$ cat src/rtl/ghash_core_if.sv
// Block-input handshake and hash-result bus between the counter-mode stage,
// ghash_core and the tag stage.
interface ghash_core_if;
   logic [127:0] h_in;
   logic [127:0] block_in;
   logic         start_in;
   logic         last_in;
   logic         valid_in;
   logic         ready_out;
   logic [127:0] ghash_out;
   logic         ghash_valid;
   logic         ghash_last;

   modport master (
      output h_in, block_in, start_in, last_in, valid_in,
      input  ready_out, ghash_out, ghash_valid, ghash_last
   );

   modport slave (
      input  h_in, block_in, start_in, last_in, valid_in,
      output ready_out, ghash_out, ghash_valid, ghash_last
   );
endinterface

$ cat src/rtl/ghash_core.sv
// Iterative GHASH accumulator: Y = (Y xor X) * H in GF(2^128), BITS_PER_CYCLE
// multiplier bits per clock. Optional macro GHASH_ZEROIZE_EN clears H after a final block.
module ghash_core #(
   parameter int BITS_PER_CYCLE = 1
) (
   input  logic       clk,
   input  logic       rst,
   ghash_core_if.slave bus
);

   localparam int BLOCK_WIDTH = 128;
   localparam int N           = BLOCK_WIDTH / BITS_PER_CYCLE;
   localparam int CNT_W       = $clog2(N);
   localparam logic [BLOCK_WIDTH-1:0] R = {8'he1, 120'd0};

   typedef enum logic {IDLE, MUL} state_t;

   state_t                 state, state_nxt;
   logic [BLOCK_WIDTH-1:0] h_reg, v_reg, z_reg, x_reg, y_reg;
   logic [BLOCK_WIDTH-1:0] v_step, z_step;
   logic [CNT_W-1:0]       cnt;
   logic                   last_r, valid_r, vlast_r;
   logic                   accept, done;

   // NOTE: every signal written in an always_comb gets a default first, so no
   // path can leave it unassigned and infer a latch.
   always_comb begin
      state_nxt = state;
      accept    = 1'b0;
      done      = 1'b0;
      case (state)
         IDLE: begin
            if (bus.valid_in) begin
               accept    = 1'b1;
               state_nxt = MUL;
            end
         end
         MUL: begin
            if (cnt == CNT_W'(N - 1)) begin
               done      = 1'b1;
               state_nxt = IDLE;
            end
         end
         default: state_nxt = IDLE;
      endcase
   end

   // NOTE: sequential state uses non-blocking assignments so every register
   // samples pre-edge values regardless of statement order.
   always_ff @(posedge clk or posedge rst) begin
      if (rst) state <= IDLE;
      else     state <= state_nxt;
   end

   // Unrolled Algorithm 1 steps; X is consumed MSB first, V shifts toward bit 0.
   always_comb begin
      z_step = z_reg;
      v_step = v_reg;
      for (int i = 0; i < BITS_PER_CYCLE; i++) begin
         if (x_reg[BLOCK_WIDTH-1-i]) z_step = z_step ^ v_step;
         v_step = v_step[0] ? ((v_step >> 1) ^ R) : (v_step >> 1);
      end
   end

   always_ff @(posedge clk or posedge rst) begin
      if (rst) begin
         h_reg   <= '0;
         v_reg   <= '0;
         z_reg   <= '0;
         x_reg   <= '0;
         y_reg   <= '0;
         cnt     <= '0;
         last_r  <= 1'b0;
         valid_r <= 1'b0;
         vlast_r <= 1'b0;
      end else begin
         valid_r <= 1'b0;
         vlast_r <= 1'b0;
         if (accept) begin
            x_reg  <= (bus.start_in ? '0 : y_reg) ^ bus.block_in;
            z_reg  <= '0;
            cnt    <= '0;
            last_r <= bus.last_in;
            if (bus.start_in) begin
               h_reg <= bus.h_in;
               v_reg <= bus.h_in;
            end else begin
               v_reg <= h_reg;
            end
         end else if (state == MUL) begin
            z_reg <= z_step;
            v_reg <= v_step;
            x_reg <= x_reg << BITS_PER_CYCLE;
            cnt   <= cnt + CNT_W'(1);
            if (done) begin
               y_reg   <= z_step;
               valid_r <= 1'b1;
               vlast_r <= last_r;
`ifdef GHASH_ZEROIZE_EN
               if (last_r) begin
                  h_reg <= '0;
                  v_reg <= '0;
               end
`endif
            end
         end
      end
   end

   assign bus.ready_out   = (state == IDLE);
   assign bus.ghash_out   = y_reg;
   assign bus.ghash_valid = valid_r;
   assign bus.ghash_last  = vlast_r;

endmodule

$ cat src/flat_wrapper.sv
// flat-port wrapper written by rule: the top's interface ports become plain ports
module ghash_core_flat 
#(
   parameter int BITS_PER_CYCLE = 1
)
  (clk, rst, bus_h_in, bus_block_in, bus_start_in, bus_last_in, bus_valid_in, bus_ready_out, bus_ghash_out, bus_ghash_valid, bus_ghash_last);
  ghash_core_if bus_i ();
  input  logic clk;
  input  logic rst;
  input wire logic [$bits(bus_i.h_in)-1:0] bus_h_in;
  input wire logic [$bits(bus_i.block_in)-1:0] bus_block_in;
  input wire logic [$bits(bus_i.start_in)-1:0] bus_start_in;
  input wire logic [$bits(bus_i.last_in)-1:0] bus_last_in;
  input wire logic [$bits(bus_i.valid_in)-1:0] bus_valid_in;
  output wire logic [$bits(bus_i.ready_out)-1:0] bus_ready_out;
  output wire logic [$bits(bus_i.ghash_out)-1:0] bus_ghash_out;
  output wire logic [$bits(bus_i.ghash_valid)-1:0] bus_ghash_valid;
  output wire logic [$bits(bus_i.ghash_last)-1:0] bus_ghash_last;
  assign bus_i.h_in = bus_h_in;
  assign bus_i.block_in = bus_block_in;
  assign bus_i.start_in = bus_start_in;
  assign bus_i.last_in = bus_last_in;
  assign bus_i.valid_in = bus_valid_in;
  assign bus_ready_out = bus_i.ready_out;
  assign bus_ghash_out = bus_i.ghash_out;
  assign bus_ghash_valid = bus_i.ghash_valid;
  assign bus_ghash_last = bus_i.ghash_last;
  ghash_core #(.BITS_PER_CYCLE(BITS_PER_CYCLE)) u_core (.clk(clk), .rst(rst), .bus(bus_i));
endmodule
$ cat config.mk
export PLATFORM = sky130hd
export DESIGN_NAME = ghash_core_flat
export DESIGN_NICKNAME = d
export VERILOG_FILES = /design/src/rtl/ghash_core_if.sv /design/src/rtl/ghash_core.sv /design/src/flat_wrapper.sv
export SDC_FILE = /design/constraint.sdc
export NUM_CORES = 2
export LEC_CHECK = 0
export ABC_AREA = 1
export CAP_MARGIN = 30
export CORE_MARGIN = 3
export CORE_UTILIZATION = 56
export CTS_CLUSTER_SIZE = 20
export DETAILED_ROUTE_END_ITERATION = 8
export GPL_TIMING_DRIVEN = 0
export HOLD_SLACK_MARGIN = 0.12
export PLACE_DENSITY = 0.78
export SLEW_MARGIN = 20
export SYNTH_ARGS = -nofsm -noshare
export SYNTH_HDL_FRONTEND = slang
export SYNTH_SLANG_ARGS = --single-unit
$ cat constraint.sdc
create_clock -name clk -period 26.5 [get_ports clk]
set_input_delay 2.65 -clock clk [delete_from_list [all_inputs] [get_ports clk]]
set_output_delay 2.65 -clock clk [all_outputs]
set_load 0.01 [all_outputs]
==> out/qor.log <==
[floorplanning] Die Y 241 um
[drt] number of nets still failing antenna checks after routing 0
[place] RD Place Congestion 0.877
[sta] FMAX 192 MHz
[clock_tree] number of resized instances in the post-cts repair step 0
[finish] area added between synthesis and finish 23.8%
[run] max-cap viol count 0
[sta] setup violation total in the final timing report 0
[setup_path] number of cell instances on the worst register-to-register path 6
[clock_tree] total CTS buffers 69
[clock_tree] clock tree from TritonCTS yes
[sta] crit path time final 5.21 ns
[pwr] power per cell area 109 nW/um2
[setup_path] endpoint class of the critical path output port
[clock_tree] master cell of the clock root buffer clkbuf_16
[drt] length of routed met2 wiring 45000 um
[global_routing] global-route wire length before repair 154000 um
[drt] via density per instance 5.61
[sta] final clock skew 0.0242 ns
[clock_tree] Clock Sinks 651
[setup_path] critical path cell sequence inv_2 > buf_2 > clkbuf_1 > clkdlybuf4s50_1
[global_routing] largest net degree at the start of global routing 110
[drt] highest metal layer with signal wires met5
[pwr] static power due to leakage 19.4 nW
[yosys] library cell occupying the most area in the post-synthesis netlist dfrtp_1
[clock_tree] Post-CTS Setup Bufs 0
[drt] # DRC 0
[clock_tree] number of hold-repair buffers added at the cts stage 0
[drt] WL met3 8710 um
[yosys] proportion of synthesized chip area in sequential cells 52.5%
[sta] Final period util 19.7%
[finish] multi-input gate area in the final layout 11800 um2
[drt] routed wirelength normalized by instance count 19.6 um
[floorplanning] Die X-Extent 241 um
[setup_path] endpoint of the worst-slack reg-to-reg timing path u_core.v_reg[121]
[sta] final number of max-transition violations 0
[yosys] biggest area contributors in the synthesized netlist dfrtp_1 (52%), nand2_1 (18%), inv_1 (5.9%)
[setup_path] largest fanout of any net on the critical path 10
[setup_path] critical setup path kind reg2out
[sta] summed negative setup slack over all endpoints 0 ns
[global_routing] Tot GR Track Use 34.4%
[sta] headroom to the max-slew limit 32.6%
[clock_tree] clock transition time at the flip-flop clock pins of the worst setup and hold paths 0.06 ns
[floorplanning] die footprint 58300 um2
[worst_hold_path] worst hold path cell count 2
[worst_hold_path] path type of the worst min-delay path reg2reg
[clock_tree] Max Root-Sink Buffers 3
[pwr] Worst IR Drop VDD 0.0586 mV
[floorplanning] io pins 392
[yosys] Synth Net Count 4148
[place] Post-DP HPWL 71900 um
[finish] area used by sequential logic in the layout 16300 um2
[drt] 1st-iter DRT viols 3162
[drt] DR pass1 iterations 6
[drt] WL met1 42700 um
[setup_path] Worst path max stage delay 0.68 ns
[global_routing] remaining global-route overflow 0
[run_status] run status completed
[drt] Vias 28.9k
[yosys] yosys synthesis warning count 0
[worst_hold_path] Hold Crit Endpoint u_core.bus.ghash_last
[global_routing] initial antenna violation count 6
[finish] final standard cell utilization of the core 70.8%
[finish] post-route standard cell area excluding fillers 38500 um2
[global_routing] vias in the first global route 27.1k
[setup_path] CP Launch Type register
[setup_path] arrival time of the worst setup path 2.56 ns
[setup_path] reg2reg start u_core.state
[yosys] synth unique cells 24
[yosys] share of the synthesized area in the top cell type 52.5%
[yosys] flip-flop and latch count after synthesis 651
[place] count of buffers from port buffering 390
[setup_path] setup slack on the worst flop-to-flop path 24.16 ns
[floorplanning] Placement Rows 85
[yosys] number of cells produced by synthesis 3886
[yosys] synthesized area per cell 7.99 um2
[worst_hold_path] critical hold path startpoint u_core.last_r
[sta] hold violation count in the final report 0
[sta] actual slew at the worst max-slew pin 1.01 ns
[floorplanning] core area 54300 um2
[finish] layout cells sized above 1 5.88%
[finish] net total in the final layout 4619
[yosys] netlist area before placement 31100 um2
[place] Area after DPL 36100 um2
[setup_path] CP required 23.85 ns
[finish] number of filler instances in the final layout 4271
[floorplanning] effective utilization at floorplan 57.1%
[clock_tree] H-tree level count 3
[drt] wire length reported by the detailed router 101000 um
[clock_tree] Clk Latency, worst-skew pair 0.62 ns
[sta] unrepaired setup endpoints after global routing false
[setup_path] slowest stage cell, crit path clkdlybuf4s50_1
==> through the flow <==
stage               power (mW)  cells  worst slack (ns)  hold slack [ns]
CTS                       4.17   5146             21.30            0.484
detailed placement        3.17   5024             21.46            0.470
global placement          3.11   5015             -1.78            0.463
floorplan                 2.62   3886              5.61            0.449
finish                    4.19   5152             21.29            0.484
global route              4.47   5151             21.17            0.521
==> cell usage after synthesis <==
library cell,number
nand2_1,1451
dfrtp_1,651
inv_1,491
nand3_1,214
o21ai_0,213
a22oi_1,158
o22ai_1,127
buf_2,123
xor2_1,101
clkbuf_1,86
o211ai_1,82
a21oi_1,72
nor2_1,49
o21ai_1,30
buf_1,15
buf_4,11
inv_2,4
nand4_1,2
a22o_1,1
ha_1,1
nand2_2,1
nand3b_1,1
nor2_4,1
nor3_2,1
==> how the worst max path moves through the flow <==
stage | endpoint | slack, ns | depth (start not counted) | from
6_report | bus_ready_out | 21.29 | 4 | u_core.state
3_3_place_gp | u_core.x_reg[18] | -1.78 | 2 | rst
2_1_floorplan | u_core.bus.ghash_last | 5.61 | 1 | rst
4_1_cts | bus_ready_out | 21.30 | 4 | u_core.state
5_1_grt | bus_ready_out | 21.17 | 4 | u_core.state
3_5_place_dp | u_core.bus.ghash_out[34] | 21.46 | 5 | rst
==> placed cells by master, fill, tap and decap left out, types with 15 or more instances in the layout <==
cell type,count
a21oi_1,72
a22oi_1,158
buf_1,15
buf_2,123
clkbuf_1,101
clkbuf_16,70
clkbuf_8,19
clkdlybuf4s50_1,390
dfrtp_1,651
inv_1,490
nand2_1,1451
nand3_1,214
nor2_1,49
o211ai_1,82
o21ai_0,213
o21ai_1,30
o22ai_1,127
xor2_1,101
==> layer usage <==
layer / vias up / track usage, %
met5: - / 0
met2: 1431 / 51.7
met1: 13800 / 48.8
met4: 2 / 15.9
li1: 13400 / -
met3: 262 / 6.72
==> cell type report <==
cell class                 instances  area share [%]
antenna                            5          0.0325
multi-input combinational       2505            30.8
sequential                       651            42.4
timing repair buffer             400            10.7
inverter                         495            4.85
clock buffer                     105            5.39
buffer                           235            2.80
clock inverter                    17           0.661
tap                              739            2.40
==> where the power goes <==
group / total, mW / internal [mW] / switching, mW
Sequential: 1.81 / 1.46 / 0.353
Combinational: 1.39 / 0.594 / 0.794
Clock: 0.998 / 0.590 / 0.407
==> worst max-delay path, delay by kind of cell, from the launching register on <==
kind                   cells  cell delay (ns)
buffers and inverters      4             1.55
DFF                        1             0.40
==> kinds of logic after synthesis <==
| group | Yosys count | synth area share, % |
|---|---|---|
| simple gates | 1720 | 21.7 |
| xor+xnor | 101 | 2.85 |
| buf+inv | 730 | 9.45 |
| flops | 651 | 52.5 |
| fa+ha+maj | 1 | 0.0403 |
| compound gates | 683 | 13.5 |
No activity file was read; power rests on OpenSTA's default activity.
